[config.mk]
export PLATFORM = sky130hd
export DESIGN_NAME = alu_operand_serializer
export DESIGN_NICKNAME = d
export VERILOG_FILES = /design/src/rtl/alu_operand_serializer.sv
export SDC_FILE = /design/constraint.sdc
export NUM_CORES = 1
export LEC_CHECK = 0
export BUFFER_PORTS_ARGS = -buffer_cell sky130_fd_sc_hd__buf_4
export CAP_MARGIN = 20
export CORE_MARGIN = 8
export CORE_UTILIZATION = 30
export CTS_CLUSTER_SIZE = 28
export DETAILED_ROUTE_END_ITERATION = 8
export PLACE_DENSITY = 0.61
export SYNTH_ARGS = -nofsm -noshare
export SYNTH_HDL_FRONTEND = slang
export SYNTH_SLANG_ARGS = --single-unit
[constraint.sdc]
create_clock -name clk -period 1.87 [get_ports clk]
set_input_delay 0.374 -clock clk [delete_from_list [all_inputs] [get_ports clk]]
set_output_delay 0.374 -clock clk [all_outputs]
set_load 0.01 [all_outputs]
[src/rtl/alu_operand_serializer.sv]
// Byte-to-serial operand bridge for the ALU's external lanes: fills, shifts and drains results.
// Optional byte prefetch skid register enabled by defining SERIALIZER_PREFETCH_EN.
module alu_operand_serializer #(
  parameter int unsigned REG_BITS = 8,
  parameter int unsigned NSHIFT   = 2
) (
  input  logic                clk,
  input  logic                reset,
  input  logic                start,
  input  logic                start_pair,
  input  logic                start_writeback,
  input  logic                in_valid,
  output logic                in_ready,
  input  logic [REG_BITS-1:0] in_data,
  output logic                operand_ready,
  input  logic                advance,
  input  logic                alu_op_done,
  output logic [NSHIFT-1:0]   to_alu,
  input  logic [NSHIFT-1:0]   from_alu,
  output logic                out_valid,
  input  logic                out_ready,
  output logic [REG_BITS-1:0] out_data,
  output logic                busy
);

  typedef enum logic [1:0] {StIdle, StFill, StShift, StDrain} state_e;

  state_e                state_q, state_d;
  logic [2*REG_BITS-1:0] sr_q, sr_d;
  logic                  bcnt_q, bcnt_d;
  logic                  pair_q, pair_d;
  logic                  wb_q, wb_d;
  logic                  fill_take;
  logic [REG_BITS-1:0]   fill_byte;
`ifdef SERIALIZER_PREFETCH_EN
  logic [REG_BITS-1:0]   pf_q, pf_d;
  logic                  pf_v_q, pf_v_d;
`endif

  // Single-byte operands clear the upper byte so the result lands cleanly in the low byte.
  function automatic logic [2*REG_BITS-1:0] load_byte(input logic [2*REG_BITS-1:0] cur,
                                                      input logic                  sel,
                                                      input logic                  is_pair,
                                                      input logic [REG_BITS-1:0]   b);
    logic [2*REG_BITS-1:0] r;
    r = cur;
    if (!sel) begin
      r[REG_BITS-1:0] = b;
      if (!is_pair) r[2*REG_BITS-1:REG_BITS] = '0;
    end else begin
      r[2*REG_BITS-1:REG_BITS] = b;
    end
    return r;
  endfunction

  always_comb begin
    state_d       = state_q;
    sr_d          = sr_q;
    bcnt_d        = bcnt_q;
    pair_d        = pair_q;
    wb_d          = wb_q;
    in_ready      = 1'b0;
    operand_ready = 1'b0;
    out_valid     = 1'b0;
    out_data      = '0;
    to_alu        = '0;
    fill_take     = 1'b0;
    fill_byte     = in_data;
    busy          = (state_q != StIdle);
`ifdef SERIALIZER_PREFETCH_EN
    pf_d          = pf_q;
    pf_v_d        = pf_v_q;
`endif

    unique case (state_q)
      StIdle: begin
        if (start) begin
          pair_d  = start_pair;
          wb_d    = start_writeback;
          bcnt_d  = 1'b0;
          state_d = StFill;
        end
      end
      StFill: begin
        in_ready  = 1'b1;
        fill_take = in_valid;
`ifdef SERIALIZER_PREFETCH_EN
        // A prefetched byte occupies the entry cycle as byte 0, so no handshake then.
        if (pf_v_q) begin
          in_ready  = 1'b0;
          fill_take = 1'b1;
          fill_byte = pf_q;
          pf_v_d    = 1'b0;
        end
`endif
        if (fill_take) begin
          sr_d   = load_byte(sr_q, bcnt_q, pair_q, fill_byte);
          bcnt_d = bcnt_q + 1'b1;
          if (bcnt_q == pair_q) begin
            bcnt_d  = 1'b0;
            state_d = StShift;
          end
        end
      end
      StShift: begin
        operand_ready = 1'b1;
        to_alu        = sr_q[NSHIFT-1:0];
        if (advance) begin
          if (pair_q) sr_d = {from_alu, sr_q[2*REG_BITS-1:NSHIFT]};
          else        sr_d[REG_BITS-1:0] = {from_alu, sr_q[REG_BITS-1:NSHIFT]};
          if (alu_op_done) begin
            bcnt_d  = 1'b0;
            state_d = wb_q ? StDrain : StIdle;
          end
        end
      end
      StDrain: begin
        out_valid = 1'b1;
        out_data  = bcnt_q ? sr_q[2*REG_BITS-1:REG_BITS] : sr_q[REG_BITS-1:0];
        if (out_ready) begin
          bcnt_d = bcnt_q + 1'b1;
          if (bcnt_q == pair_q) state_d = StIdle;
        end
      end
      default: state_d = StIdle;
    endcase

`ifdef SERIALIZER_PREFETCH_EN
    if ((state_q == StShift || state_q == StDrain) && !pf_v_q) begin
      in_ready = 1'b1;
      if (in_valid) begin
        pf_d   = in_data;
        pf_v_d = 1'b1;
      end
    end
`endif
  end

  always_ff @(posedge clk) begin
    if (reset) begin
      state_q <= StIdle;
      sr_q    <= '0;
      bcnt_q  <= 1'b0;
      pair_q  <= 1'b0;
      wb_q    <= 1'b0;
`ifdef SERIALIZER_PREFETCH_EN
      pf_q    <= '0;
      pf_v_q  <= 1'b0;
`endif
    end else begin
      state_q <= state_d;
      sr_q    <= sr_d;
      bcnt_q  <= bcnt_d;
      pair_q  <= pair_d;
      wb_q    <= wb_d;
`ifdef SERIALIZER_PREFETCH_EN
      pf_q    <= pf_d;
      pf_v_q  <= pf_v_d;
`endif
    end
  end

endmodule

==> impl_metrics.ini <==
[sta]
drv_slew = 0
fin_ws_ns = 0.146
min_period_ns = 1.72
worstMarginPinSlew_ns = 0.440
rsz0062_at_grt = false
hold_viol = 0
fin_setup_tns_ns = 0
setup_violations = 0
skew_ns = 0.00316
max_freq_ghz = 0.580
relSlewSlack_pct = 70.6
period_share_pct = 92.2

[worst_setup_path]
endpoint_kind = output port
cp.required_ns = 1.50
crit_start = bcnt_q$_SDFFE_PP0P_
critPathMaxFanout = 19
cp-start-kind = flop
r2r-start = bcnt_q$_SDFFE_PP0P_
cp_top_family = buffers and inverters
path_buf_inv = 2
crit_chain = buf_4 > mux2i_1 > nor2_1 > buf_4
cp.arrival_ns = 1.35
cpMostUsedCell = buf_4
slowest_delay_ns = 0.33
critPathKind = flop to output port
slowest_stage = dfxtp_1

[grt]
track_usage_pct = 11.0
gr-total-overflow = 0
antenna_found_initial = 0
grt_pass1_wl_microns = 6350
grt_pass1_vias = 1233
grt_max_degree = 20

[power]
powerDensity_nw_per_um2 = 898
ir_worst_vdd_mv = 0.235
power_leakage_nw = 0.639

[place]
dpl.cell_count = 238
port_buffers = 32
place.gp.congestion = 0.770
hpwl_microns = 2820
postPlaceCellArea_sq_um = 1650
pre_cts_ws_ns = 0.197

[synth]
synth_cell_types = 35
ys_seq_elements = 21
yosys.area.top_type = dfxtp_1
seq_area_frac_synth_pct = 31.1
syn_area_sq_um = 1350
synth_area_leaders = dfxtp_1 (31%), a311oi_2 (16%), mux2i_1 (8.1%)
syn-num-nets = 178
ys_warn_count = 0
yosys.area.top_type_share_pct = 31.1
synthCells = 158
avgSynthCellArea_sq_um = 8.56

[route]
drt_iter0_drc = 121
drc = 0
avgRoutedWirePerCell_microns = 15.4
ant_nets = 0
drtPass1Iterations = 4
finalWirelength_microns = 3740
dr_total_vias = 1253
via_per_inst = 5.18

[die]
fp.dieH_microns = 83.1
start_util_pct = 31.1
fp-row-count = 24
die_area_sq_um = 6910
ios = 33
dieWidth_microns = 83.1
coreArea_sq_um = 4350

[clock_tree]
clk_latency_ns = 0.27
cts-buffers-inserted = 3
clockBufferDepth = 2
root_buffer = clkbuf_8
cts_hold_buf = 0
clock-sinks = 21
path_clk_slew_ns = 0.08
cts_tree = yes
h-tree-depth = 1

[job]
timing.max_cap.violations = 0

[final_layout]
drive_above_1_share_pct = 35.3
design_area_sq_um = 1700
nFillCells = 451
final_cell_count_no_fill = 242
area_growth_pct = 25.9
final_nets = 211
diodes = 0

[hold_path]
hold_start = start_writeback
hp-class = input port to flop

[status]
status = finished, final reports clean
[worst min-delay path, cell delays in order]
cell	delay, ns
buf_4	0.08
mux2i_1	0.05
nor2_1	0.07
[power by group]
group / internal (W) / switching [W]
registers: 0.000535 / 0.000100
logic: 0.000293 / 0.000289
clock network: 0.000149 / 0.000161
[stage by stage]
step | hold WS, ns | utilization (%) | power, W
6_report | 0.343 | 39.1 | 0.00153
5_1_grt | 0.348 | 39.1 | 0.00162
4_1_cts | 0.343 | 39.1 | 0.00153
3_5_place_dp | 0.494 | 37.9 | 0.00122
3_3_place_gp | 0.486 | 37.9 | 0.00122
2_1_floorplan | 0.462 | - | 0.00105
[cell usage in the layout, fill, tap and decap left out, types with 6 or more instances in the layout]
cell type and instances:
buf_4 43, nand2_1 23, dfxtp_1 19, nor3_1 14, a311oi_2 14, nor2_1 12, mux2i_1 11, nand3_1 8
nor2b_1 6
[timing repair]
item                                    CTS  global route
gates cloned                              0             0
resized for setup                         2             1
buffers inserted                          0             0
endpoints found under the setup margin    8            10
[logic make-up after synthesis]
kind of cell	Yosys count	share of synthesized area [%]
and+or+nand+nor	77	28.5
AOI/OAI and AO/OA	28	22.8
DFF	21	31.1
buffers and inverters	19	7.68
muxes	12	8.97
adders and majority gates	1	0.925
[routing by layer]
metal	track usage (%)	share of wire, %
met5	0	0
met4	6.07	2.4
met3	0.879	2.1
met2	17.3	47
met1	14.4	49
[registers in the layout, summed over array words and instances, names as in the netlist]
register,count
bcnt_q,1
pair_q,1
sr_q,16
state_q,2
wb_q,1
[synth_stat cells, drive strengths merged]
cell type	number
a311oi	14
and3b	2
o41ai	1
nand2	24
nor3b	1
a21oi	1
a21boi	1
a31oi	1
buf	12
o21ai	3
o2bb2ai	1
dfxtp	21
o211ai	2
o32ai	2
ha	1
nand3b	1
nand3	8
mux2i	11
and2	2
inv	4
nor4bb	1
a211oi	2
nor2	12
nand2b	1
nor2b	6
and4b	1
mux2	1
or2	3
nor3	14
and4bb	1
clkbuf	3
[worst paths after layout]
kind | to | slack [ns] | cells after the start
hold / removal | wb_q$_SDFFE_PP0P_ | 0.34 | 3
hold reg to reg | sr_q[7]$_SDFFE_PP0P_ | 0.50 | 2
setup reg to reg | sr_q[15]$_SDFFE_PP0P_ | 0.27 | 5
setup / recovery | out_data[5] | 0.15 | 4
[layout make-up]
| class | count | area [sq um] | share of cell area [%] |
|---|---|---|---|
| clock buffers | 3 | 41.3 | 2.42 |
| multi-input cells | 118 | 831 | 48.8 |
| repair buffers | 43 | 323 | 19.0 |
| well taps | 52 | 65.1 | 3.82 |
| flip-flops and latches | 21 | 423 | 24.8 |
| inverters | 4 | 15.0 | 0.882 |
| clock inverters | 1 | 5.00 | 0.294 |
No activity file was read; power rests on OpenSTA's default activity.
